[src/rtl/weight_bank_scheduler.sv]
// Schedules a single-ported weight bank between host row transfers and
// streaming bursts. Bank commands are registered and read data returns one cycle later.
module weight_bank_scheduler #(
    parameter int Amba_Addr_Depth = 12,
    parameter int WeightRowWidth  = 15
) (
    input  logic                       clock,
    input  logic                       reset,
    input  logic                       host_req,
    input  logic                       host_write,
    input  logic [Amba_Addr_Depth-1:0] host_addr,
    input  logic [WeightRowWidth-1:0]  host_wdata,
    output logic                       host_ack,
    output logic [WeightRowWidth-1:0]  host_rdata,
    input  logic                       strm_start,
    input  logic [Amba_Addr_Depth-1:0] strm_base,
    input  logic [Amba_Addr_Depth-1:0] strm_len,
    input  logic                       strm_ready,
    output logic                       strm_valid,
    output logic [WeightRowWidth-1:0]  strm_data,
    output logic                       strm_last,
    output logic                       strm_busy,
    output logic                       strm_done,
    output logic [1:0]                 bank_control,
    output logic [Amba_Addr_Depth-1:0] bank_address,
    output logic [WeightRowWidth-1:0]  bank_wdata,
    input  logic [WeightRowWidth-1:0]  bank_rdata
);

    localparam logic [1:0] CMD_IDLE  = 2'b00;
    localparam logic [1:0] CMD_WRITE = 2'b01;
    localparam logic [1:0] CMD_READ  = 2'b10;
    localparam logic [Amba_Addr_Depth-1:0] ADDR_ONE = 1;

    typedef enum logic [2:0] {IDLE, HOST_WR, HOST_RD, STREAM, DRAIN} state_t;

    state_t                     state, state_d;
    logic                       armed, armed_d;
    logic                       host_last, host_last_d;
    logic                       start_pending, start_pending_d;
    logic [Amba_Addr_Depth-1:0] ptr, ptr_d;
    logic [Amba_Addr_Depth-1:0] remaining, remaining_d;
    logic                       host_rd_ret, host_rd_ret_d;
    logic                       host_ack_rd, host_ack_rd_d;
    logic                       strm_rd_ret, strm_rd_ret_d;
    logic                       last_ret, last_ret_d;
    logic [1:0]                 bank_control_d;
    logic [Amba_Addr_Depth-1:0] bank_address_d;
    logic [WeightRowWidth-1:0]  bank_wdata_d;
    logic                       host_ack_d, strm_valid_d, strm_last_d;
    logic                       strm_done_d, strm_busy_d;
    logic                       host_grant, launch, start_ok;

    // Read data is a pass-through of the bank, qualified by the return flags.
    assign host_rdata = host_ack_rd ? bank_rdata : '0;
    assign strm_data  = strm_valid  ? bank_rdata : '0;
    assign start_ok   = strm_start && !strm_busy;

    always_comb begin
        state_d         = state;
        armed_d         = host_req ? armed : 1'b1;
        host_last_d     = host_last;
        start_pending_d = start_pending;
        ptr_d           = ptr;
        remaining_d     = remaining;
        host_rd_ret_d   = 1'b0;
        host_ack_rd_d   = host_rd_ret;
        strm_rd_ret_d   = 1'b0;
        last_ret_d      = 1'b0;
        bank_control_d  = CMD_IDLE;
        bank_address_d  = '0;
        bank_wdata_d    = '0;
        host_ack_d      = host_rd_ret;
        strm_valid_d    = strm_rd_ret;
        strm_last_d     = last_ret;
        strm_done_d     = last_ret;
        strm_busy_d     = strm_busy;
        host_grant      = 1'b0;
        launch          = 1'b0;

        case (state)
            IDLE: begin
                strm_busy_d = 1'b0;
                host_last_d = 1'b0;
                // A host request wins over a simultaneous burst start; the burst waits as pending.
                if (host_req && armed) begin
                    host_grant = 1'b1;
                    state_d    = host_write ? HOST_WR : HOST_RD;
                    if (start_ok) begin
                        start_pending_d = 1'b1;
                        ptr_d           = strm_base;
                        remaining_d     = strm_len;
                        strm_busy_d     = 1'b1;
                    end
                end else if (start_ok) begin
                    ptr_d       = strm_base;
                    remaining_d = strm_len;
                    launch      = 1'b1;
                end
            end
            HOST_WR, HOST_RD: begin
                state_d         = IDLE;
                start_pending_d = 1'b0;
                if (start_ok) begin
                    ptr_d       = strm_base;
                    remaining_d = strm_len;
                    launch      = 1'b1;
                end else if (start_pending) begin
                    launch = 1'b1;
                end
            end
            STREAM: begin
                // host_last forces a stream slot between consecutive host slots.
                if (host_req && armed && !host_last) begin
                    host_grant  = 1'b1;
                    host_last_d = 1'b1;
                end else if (strm_ready) begin
                    bank_control_d = CMD_READ;
                    bank_address_d = ptr;
                    ptr_d          = ptr + ADDR_ONE;
                    remaining_d    = remaining - ADDR_ONE;
                    strm_rd_ret_d  = 1'b1;
                    host_last_d    = 1'b0;
                    if (remaining == ADDR_ONE) begin
                        last_ret_d = 1'b1;
                        state_d    = DRAIN;
                    end
                end
            end
            DRAIN: begin
                if (strm_done) begin
                    state_d     = IDLE;
                    strm_busy_d = 1'b0;
                end
            end
            default: state_d = IDLE;
        endcase

        // An empty burst completes immediately without touching the bank.
        if (launch) begin
            strm_busy_d = 1'b1;
            host_last_d = 1'b0;
            if (remaining_d == '0) begin
                strm_done_d = 1'b1;
                state_d     = IDLE;
            end else begin
                state_d = STREAM;
            end
        end

        if (host_grant) begin
            armed_d        = 1'b0;
            bank_address_d = host_addr;
            if (host_write) begin
                bank_control_d = CMD_WRITE;
                bank_wdata_d   = host_wdata;
                host_ack_d     = 1'b1;
            end else begin
                bank_control_d = CMD_READ;
                host_rd_ret_d  = 1'b1;
            end
        end
    end

    // armed resets to 1 so a request already high at release is served.
    always_ff @(posedge clock or negedge reset) begin
        if (!reset) begin
            state         <= IDLE;
            armed         <= 1'b1;
            host_last     <= 1'b0;
            start_pending <= 1'b0;
            ptr           <= '0;
            remaining     <= '0;
            host_rd_ret   <= 1'b0;
            host_ack_rd   <= 1'b0;
            strm_rd_ret   <= 1'b0;
            last_ret      <= 1'b0;
            bank_control  <= CMD_IDLE;
            bank_address  <= '0;
            bank_wdata    <= '0;
            host_ack      <= 1'b0;
            strm_valid    <= 1'b0;
            strm_last     <= 1'b0;
            strm_done     <= 1'b0;
            strm_busy     <= 1'b0;
        end else begin
            state         <= state_d;
            armed         <= armed_d;
            host_last     <= host_last_d;
            start_pending <= start_pending_d;
            ptr           <= ptr_d;
            remaining     <= remaining_d;
            host_rd_ret   <= host_rd_ret_d;
            host_ack_rd   <= host_ack_rd_d;
            strm_rd_ret   <= strm_rd_ret_d;
            last_ret      <= last_ret_d;
            bank_control  <= bank_control_d;
            bank_address  <= bank_address_d;
            bank_wdata    <= bank_wdata_d;
            host_ack      <= host_ack_d;
            strm_valid    <= strm_valid_d;
            strm_last     <= strm_last_d;
            strm_done     <= strm_done_d;
            strm_busy     <= strm_busy_d;
        end
    end

endmodule

[config.mk]
export PLATFORM = sky130hd
export DESIGN_NAME = weight_bank_scheduler
export DESIGN_NICKNAME = d
export VERILOG_FILES = /design/src/rtl/weight_bank_scheduler.sv
export SDC_FILE = /design/constraint.sdc
export NUM_CORES = 1
export LEC_CHECK = 0
export CAP_MARGIN = 20
export CORE_MARGIN = 2
export CORE_UTILIZATION = 35
export DETAILED_ROUTE_END_ITERATION = 12
export DONT_BUFFER_PORTS = 1
export GPL_TIMING_DRIVEN = 0
export MAX_ROUTING_LAYER = met4
export PLACE_DENSITY = 0.58
export SLEW_MARGIN = 20
export SYNTH_ARGS = -nofsm -noshare
export SYNTH_HDL_FRONTEND = slang
export SYNTH_SLANG_ARGS = --single-unit
export TNS_END_PERCENT = 10
[constraint.sdc]
create_clock -name clock -period 2.9 [get_ports clock]
set_clock_uncertainty 0.15 [all_clocks]
set_input_delay 0.58 -clock clock [delete_from_list [all_inputs] [get_ports clock]]
set_output_delay 0.58 -clock clock [all_outputs]
set_load 0.02 [all_outputs]
== Word level (Yosys, flattened, before mapping) ==
Cells that the tools add are included.

* Output and inout port bits: 64
* Word-level logic and storage cells: 119
* Flip-flop bits (word level): 68

* Add/subtract/negate cells: 2
* Mux-type cells: 64
* Reductions and logical operators: 18
* Equality and inequality tests: 17

{| class="wikitable"
|+ Operators by type and width
! kind !! count
|-
| 12-bit two-way mux || 10
|-
| 15-bit two-way mux || 4
|-
| 12-bit case mux with 2 select lines || 2
|-
| 1-bit two-way mux || 29
|-
| 3-bit two-way mux || 6
|-
| 3-bit != test (second input constant) || 5
|-
| 2-bit two-way mux || 7
|-
| 12-bit by 1-bit adder with 12-bit output (second input constant) || 1
|-
| 12-bit by 1-bit equality test with 1-bit output (second input constant) || 1
|-
| 12-bit logical NOT || 1
|-
| 12-bit by 1-bit subtractor with 12-bit output (second input constant) || 1
|-
| 1-bit case mux with 2 select lines || 5
|-
| 3-bit case mux with 3 select lines || 1
|-
| 2-bit != test (second input constant) || 4
|-
| 3-bit by 2-bit equality test with 1-bit output (second input constant) || 2
|-
| 3-bit nonzero test || 2
|-
| 5-bit AND reduction || 1
|-
| 2-bit by 1-bit != test with 1-bit output (second input constant) || 2
|-
| 4-bit != test (second input constant) || 1
|-
| 2-bit AND reduction || 2
|-
| 4-bit AND reduction || 1
|-
| 2-bit nonzero test || 2
|-
| 3-bit by 1-bit equality test with 1-bit output (second input constant) || 1
|-
| 3-bit equality test (second input constant) || 1
|-
| 6 further kinds || 9
|}

== Logic depth before layout (Yosys ltp) ==
Gate-level depths: netlist of the first run.

* Depth after elaboration: 7
* Gate-level depth with buffers: 9

== Least setup slack after synthesis of the first run ==
Ideal clock, no wire load.

* Path type: register -> register
* From: reg remaining[4]
* To: reg state[0]
* Stages on the path, launching flop included: 8
* Setup slack: 0.536 ns
* Buffers on the path: 0
* Required time: 2.613 ns
* Arrival: 2.077 ns
* Library setup time: 0.137 ns
* Path through: dfrtp_1 > or4_4 > or4_1 > nand3_1 > o221ai_2 > nor4_2 > and4_1 > o31ai_1

* Cells in the longest elaborated chain, start to end: 7
* Elaborated cells on any way between the ends: 11
* Classes of those cells: add/sub: 1; eq/ne: 2; mux: 6; reduce/logical: 2

{| class="wikitable"
|+ RTL lines
! what !! line !! source
|-
| start, declared || 42 || <nowiki>logic [Amba_Addr_Depth-1:0] remaining, remaining_d;</nowiki>
|-
| start signal, assigned || 192 || <nowiki>remaining <= remaining_d;</nowiki>
|-
| 12-bit by 1-bit subtractor with 12-bit output || 121 || <nowiki>remaining_d = remaining - ADDR_ONE;</nowiki>
|-
| 12-bit two-way mux || 117 || <nowiki>end else if (strm_ready) begin</nowiki>
|-
| 12-bit two-way mux || 114 || <nowiki>if (host_req && armed && !host_last) begin</nowiki>
|-
| 12-bit case mux with 2 select lines || 81 || <nowiki>case (state)</nowiki>
|-
| named net remaining_d[6] || 42 ||
|-
| 12-bit logical NOT || 143 || <nowiki>if (remaining_d == '0) begin</nowiki>
|-
| 2-bit two-way mux || 143 ||
|-
| 3-bit two-way mux || 140 || <nowiki>if (launch) begin</nowiki>
|-
| end signal, assigned || 187 || <nowiki>state <= state_d;</nowiki>
|-
| end, declared || 37 || <nowiki>state_t state, state_d;</nowiki>
|}

The timed path passes the listed nets, and every way through them passes these cells.
A chain may end at the register's enable or synchronous reset.

== Worst setup path in the final report of the first run ==
* From: reg remaining[2]
* To: reg state[0]

Same word-level chain as after synthesis.

==> reports/metrics.csv, run 1 <==
stage;metric;value;unit
outcome;outcome;completed;
cells_and_area;antenna_cells;0;
logic_synthesis;syn-instance-count;346;
worst_setup_path;ff2ff_path_depth;7;
cells_and_area;fillers;899;
die;coreArea;9200;µm²
die;die-area;10300;µm²
clock_tree;cts_tree;built;
flow_run;drv_cap;0;
worst_setup_path;regToRegStartpoint;remaining[2]$_DFF_PN0_;
sta;max_slew_margin;47.2;%
worst_setup_path;start_kind;flop;
logic_synthesis;synth_edf_count;0;
routing;drt-pass1-iter-count;5;
global_routing;antenna_found_initial;0;
logic_synthesis;yosys.area.top_type;dfrtp_1;
clock_tree;clk_latency;0.35;ns
clock_tree;cts_max_level;3;
clock_tree;cts_buffers;9;
power_and_ir_drop;internal-power;1400;µW
routing;finalWirelength;9190;µm
cells_and_area;final_cell_count_no_fill;475;
logic_synthesis;synthTopCellsByArea;dfrtp_1, and2_1, a21oi_1;
power_and_ir_drop;p_leak;0.00172;µW
logic_synthesis;synth_top_area_share;50.6;%
power_and_ir_drop;power_per_cell_area;493;nW/µm²
worst_setup_path;worstPathArrival;2.83;ns
logic_synthesis;yosys_warnings;0;
routing;post_drt_wl_per_cell;19.4;µm
worst_setup_path;reg2reg_slack;0.17;ns
placed_design;place.gp.congestion;0.884;
logic_synthesis;synthFlopType;dfrtp_1;
logic_synthesis;syn_avg_cell_area;9.58;µm²
global_routing;grt_max_degree;69;
die;chipHeight;101;µm
logic_synthesis;synth_fp_nets;421;
sta;setup_viol;0;
logic_synthesis;ys_types;50;
sta;max_freq;367;MHz
die;pin_count;136;
clock_tree;cts.sinks;68;
cells_and_area;final_common_cell;dfrtp_1;
worst_setup_path;worstSetupPathType;flop to flop;
routing;initialDrtViolationCount;177;
routing;ant_nets;0;
worst_setup_path;cp-end-kind;flop;
sta;worst_pin_slew;0.785;ns
global_routing;grt_pass1_wl;14400;µm
sta;finalHoldViolations;0;
worst_hold_path;hold_path_class;input port to flop;
logic_synthesis;ys_seq_area_share;51.4;%
power_and_ir_drop;p_clk_share;43.6;%
routing;avgViaCountPerCell;5.93;
global_routing;grt.total_usage;19.0;%
cells_and_area;final_cell_mix;dfrtp_1, and2_1, a21oi_1;
logic_synthesis;synth_area;3310;µm²
clock_tree;root_buffer;clkbuf_8;
cells_and_area;drive_above_1_share;8.79;%
clock_tree;path_clk_slew;0.09;ns
die;start_util;36.0;%
worst_setup_path;critPathLaunch;remaining[2]$_DFF_PN0_;
power_and_ir_drop;pwr-share-comb;3.4;%
die;rows;35;
global_routing;grt_pass1_vias;2679;
power_and_ir_drop;p_switching;425;µW
power_and_ir_drop;switching_share;23.3;%
placed_design;dp.cells;457;
routing;vias;2819;
sta;holdWs;0.137;ns
worst_setup_path;endpoint;state[0]$_DFFE_PN0P_;
global_routing;overflow;0;
logic_synthesis;ys_ff_latch;68;
sta;period_share;94.1;%
worst_setup_path;path_max_fanout;6;
clock_tree;cts.path.max_buffers;2;
power_and_ir_drop;max-vdd-ir-drop;0.173;mV
sta;rsz0062_at_grt;no;
die;die_w;101;µm
cells_and_area;area_growth;11.6;%
worst_setup_path;crit_required;3.00;ns
sta;period_needed;2.73;ns
cells_and_area;nets;434;
routing;drc_errors;0;
placed_design;io_buffers;0;
power_and_ir_drop;power_frac_seq;53.0;%
placed_design;dp_hpwl;6740;µm
worst_setup_path;timing.rr.end;state[0]$_DFFE_PN0P_;
sta;slew_viol_final;0;
sta;tns;0;ns
logic_synthesis;async_flop_share;100;%
[critical path: stages (launching register included)]
cell     delay [ns]
dfrtp_1        0.43
nor4_1         0.71
and4_1         0.36
a311o_1        0.18
o221a_2        0.21
nor3b_1        0.06
and4_2         0.28
o31ai_1        0.25
[power by group through the flow]
stage	clock [µW]	sequential, µW	combinational (µW)
floorplan	0	982	30.3
global placement	0	985	37.4
detailed placement	0	985	37.9
CTS	824	966	64.0
global route	874	968	71.2
finish	794	967	61.9
[Yosys cell counts, types with 2 or more instances]
library cell	instances
nand2_1	28
a21oi_1	30
o22ai_1	7
or2_2	3
a31oi_1	3
o31ai_1	3
and3b_1	2
dfrtp_1	67
and2_1	34
a221o_1	3
nor2_1	27
a311o_1	2
ha_1	3
nor4_1	4
inv_1	9
nand3b_1	3
o2bb2ai_1	3
nand2b_1	5
nand4_1	3
nand3_1	8
nor3b_1	2
clkbuf_1	17
a21o_1	3
and3_1	18
o21ai_0	14
o32ai_1	2
nor3_1	9
and4_1	2
a22o_1	11
[cell families after synthesis]
family | count (synthesis) | share of synthesized area [%]
AND/OR/NAND/NOR | 156 | 25.7
flip-flops | 68 | 51.4
multiplexers | 1 | 0.302
adder cells (fa/ha/maj) | 3 | 1.13
buffers and inverters | 27 | 3.10
AO/OA/AOI/OAI | 91 | 18.4
[per-layer routing]
layer	track usage (%)	share of wire, %	up-vias
li1	-	-	1275
met1	23.5	42	1394
met2	29.6	49	140
met3	6.21	8.2	10
met4	5.82	1.3	0
met5	-	0	-
[worst min-delay path by stage]
| stage | start | endpoint | slack, ns | depth (start not counted) |
|---|---|---|---|---|
| final | host_req | armed$_DFFE_PN1P_ | 0.14 | 1 |
| after global routing | host_req | armed$_DFFE_PN1P_ | 0.13 | 1 |
| after global placement | reset | remaining[7]$_DFF_PN0_ | 0.14 | 0 |
| after detailed placement | reset | remaining[7]$_DFF_PN0_ | 0.14 | 0 |
| after floorplan | reset | bank_address[0]$_DFF_PN0_ | 0.13 | 0 |
| after CTS | host_req | armed$_DFFE_PN1P_ | 0.12 | 1 |
[cell type report]
class,count,area (µm²),share of cell area [%]
Multi-Input combinational cell,251,1510,40.9
Tap cell,111,139,3.76
Clock inverter,6,62.6,1.69
Clock buffer,10,138,3.72
Inverter,9,33.8,0.914
Sequential cell,68,1700,46.1
Buffer,18,71.3,1.93
Timing Repair Buffer,2,37.5,1.02
[registers in the layout, summed over array words and instances (netlist names), 2 cells and up]
signal	count
bank_control	2
state	3
bank_address	12
ptr	12
remaining	12
bank_wdata	15
[per-stage QoR]
stage               instance area [µm²]  utilization, %  power (µW)  setup slack [ns]
global route                       3700            40.2        1910            0.0495
detailed placement                 3450            37.6        1020             0.164
floorplan                          3310               -        1010             0.536
global placement                   3450            37.6        1020             0.162
CTS                                3690            40.1        1850             0.160
finish                             3700            40.2        1820             0.172
[timing repair]
item / 4_1_cts / 5_1_grt
hold buffers: 2 / 0
gates resized for setup: 0 / 5
endpoints found under the hold margin: 68 / 0
endpoints found under the setup margin: 0 / 10
buffers inserted: 0 / 0
Power figures use the tool's default switching activity.
==> run 2, diff against run 1 <==
Settings changed: CAP_MARGIN 20 to 25, CORE_UTILIZATION 35 to 25, PLACE_DENSITY 0.58 to 0.47, SKIP_CTS_REPAIR_TIMING from default to 1.
==> run 2 against run 1 <==
Against the previous run: first-iteration DRC count grew 4.0%; design area grew 4.7%; cell count grew 14%; global-route usage shrank 3.2 points; register-to-register slack lost 0.05 ns; sequential cell count is the same; sequential power is essentially flat; die area grew 38%; clock-buffer cell count grew 5; clock power grew 36%; critical path depth grew 2; critical endpoint is now state[1]$_DFFE_PN0P_.
==> reports/metrics.csv, run 2 (same netlist as run 1, synthesis figures left out) <==
stage;metric;value;unit;change
global_routing;overflow;0;;unchanged
cells_and_area;seqCellArea;1700;µm²;unchanged
sta;setup_slack;0.118;ns;-0.0542 ns
die;coreArea;13100;µm²;+42%
sta;setup_viol;0;;unchanged
sta;max_slew_margin;55.7;%;+8.5 points
routing;post_drt_wl_per_cell;19.6;µm;+1.3%
outcome;outcome;completed;;
die;chipHeight;119;µm;+18%
cells_and_area;drive_above_1_share;7.97;%;-0.82 points
cells_and_area;fillers;1372;;+53%
cells_and_area;multiInputGateArea;1520;µm²;+0.17%
sta;period_share;95.9;%;+1.9 points
global_routing;grt_pass1_vias;2834;;+5.8%
power_and_ir_drop;max-vdd-ir-drop;0.253;mV;+47%
worst_hold_path;hold_depth;1;;unchanged
clock_tree;root_buffer;clkbuf_16;;
clock_tree;cts.sinks;68;;unchanged
clock_tree;cts_tree;built;;
die;die_w;119;µm;+18%
cells_and_area;nets;434;;unchanged
placed_design;dp_slack;-0.0219;ns;-0.185 ns
cells_and_area;largest_reg_flops;15;;unchanged
die;rows;42;;+20%
worst_setup_path;cp-end-kind;flop;;
flow_run;drv_cap;0;;unchanged
routing;vias;2770;;-1.7%
power_and_ir_drop;p_switching;465;µW;+9.5%
die;pin_count;136;;unchanged
global_routing;grt.total_usage;15.8;%;-3.2 points
die;start_util;25.3;%;-11 points
sta;slew_viol_final;0;;unchanged
sta;period_needed;2.78;ns;+0.0542 ns
sta;finalHoldViolations;0;;unchanged
die;die-area;14200;µm²;+38%
worst_setup_path;worstPathArrival;2.85;ns;+0.02 ns
worst_setup_path;start_kind;flop;;
clock_tree;cts.path.max_buffers;2;;unchanged
clock_tree;clk_latency;0.35;ns;about the same
placed_design;dp_hpwl;7760;µm;+15%
power_and_ir_drop;pwr-share-comb;3.0;%;-0.4 points
clock_tree;path_clk_slew;0.06;ns;-0.03 ns
worst_setup_path;ff2ff_path_depth;9;;+2
power_and_ir_drop;power_per_cell_area;547;nW/µm²;+11%
sta;worst_pin_slew;0.660;ns;-0.125 ns
worst_hold_path;hp-start;host_req;;
cells_and_area;area_growth;16.8;%;
sta;max_freq;359;MHz;-1.9%
cells_and_area;final_cell_mix;dfrtp_1, and2_1, a21oi_1;;
worst_setup_path;reg2reg_slack;0.12;ns;-0.05 ns
clock_tree;cts_max_level;3;;unchanged
worst_setup_path;timing.rr.end;state[1]$_DFFE_PN0P_;;
power_and_ir_drop;p_leak;0.00175;µW;+2.0%
routing;initialDrtViolationCount;184;;+4.0%
cells_and_area;regMostFlops;bank_wdata;;
sta;rsz0062_at_grt;no;;
global_routing;grt_max_degree;69;;unchanged
worst_setup_path;regToRegStartpoint;state[2]$_DFFE_PN0P_;;
global_routing;antenna_found_initial;0;;unchanged
placed_design;place.gp.congestion;0.833;;-5.8%
placed_design;placed_cell_area;3530;µm²;+2.4%
power_and_ir_drop;switching_share;22.0;%;-1.3 points
power_and_ir_drop;power_frac_seq;45.8;%;-7.2 points
worst_hold_path;hold_path_class;input port to flop;;
clock_tree;cts_buffers;9;;unchanged
worst_hold_path;min_delay_worst_endpoint;armed$_DFFE_PN1P_;;
routing;drt-pass1-iter-count;4;;-1
power_and_ir_drop;internal-power;1650;µW;+18%
power_and_ir_drop;p_clk_share;51.2;%;+7.6 points
cells_and_area;final_common_cell;dfrtp_1;;
routing;ant_nets;0;;unchanged
routing;avgViaCountPerCell;5.13;;-14%
cells_and_area;antenna_cells;0;;unchanged
cells_and_area;final_area;3870;µm²;+4.7%
worst_setup_path;worstSetupPathType;flop to flop;;
global_routing;grt_pass1_wl;16200;µm;+13%
placed_design;io_buffers;0;;unchanged
routing;finalWirelength;10600;µm;+15%
routing;drc_errors;0;;unchanged
worst_setup_path;crit_required;2.97;ns;-0.03 ns
worst_setup_path;path_max_fanout;9;;+3
## run 2: layer usage
layer  global-route usage [%]  routed length (µm)  vias to the layer above
li1                         -                   -                     1273
met1                     17.7                4320                     1344
met2                     25.6                5250                      134
met3                     4.65                 770                       19
met4                     8.33                 242                        0
met5                        -                   0                        -
## run 2: worst max-delay path by stage
stage,to,depth (start not counted),slack (ns),start
detailed placement,state[1]$_DFFE_PN0P_,9,-0.02,state[2]$_DFFE_PN0P_
floorplan,state[0]$_DFFE_PN0P_,7,0.54,remaining[4]$_DFF_PN0_
CTS,state[1]$_DFFE_PN0P_,9,-0.03,state[2]$_DFFE_PN0P_
global route,state[1]$_DFFE_PN0P_,9,0.004,state[2]$_DFFE_PN0P_
finish,state[1]$_DFFE_PN0P_,9,0.12,state[2]$_DFFE_PN0P_
global placement,state[0]$_DFFE_PN0P_,9,0.05,state[2]$_DFFE_PN0P_
## run 2: layout make-up
type,instances,area share [%]
flip-flops and latches,68,44.0
well taps,176,5.69
inverters,9,0.872
multi-input cells,251,39.1
clock buffers,15,7.43
clock inverters,1,0.129
plain buffers,18,1.81
repair buffers,2,0.969
## run 2: power by group through the flow
stage	clock, µW	combinational, µW	sequential, µW
finish	1080	63.1	969
global route	1160	72.7	970
global placement	0	38.2	985
detailed placement	0	38.9	985
floorplan	0	30.3	982
CTS	1120	39.1	968
## run 2: through the flow
stage          hold WS [ns]  total power, µW  instances  setup TNS, ns  util, %
6_report              0.137             2120        540              0     29.6
5_1_grt               0.125             2200        540              0     29.6
4_1_cts              -0.243             2130        538        -0.0563     29.3
3_5_place_dp          0.136             1020        522        -0.0398     27.0
3_3_place_gp          0.136             1020        522              0     27.0
2_1_floorplan         0.134             1010        346              0        -
## run 2: critical path, cell delays in order (launching register included)
cell	delay [ns]
dfrtp_1	0.45
and3b_1	0.24
clkbuf_1	0.23
nand3_1	0.15
inv_2	0.16
nor2_2	0.12
a221o_1	0.34
nor4_1	0.36
and4_1	0.35
o31ai_1	0.11
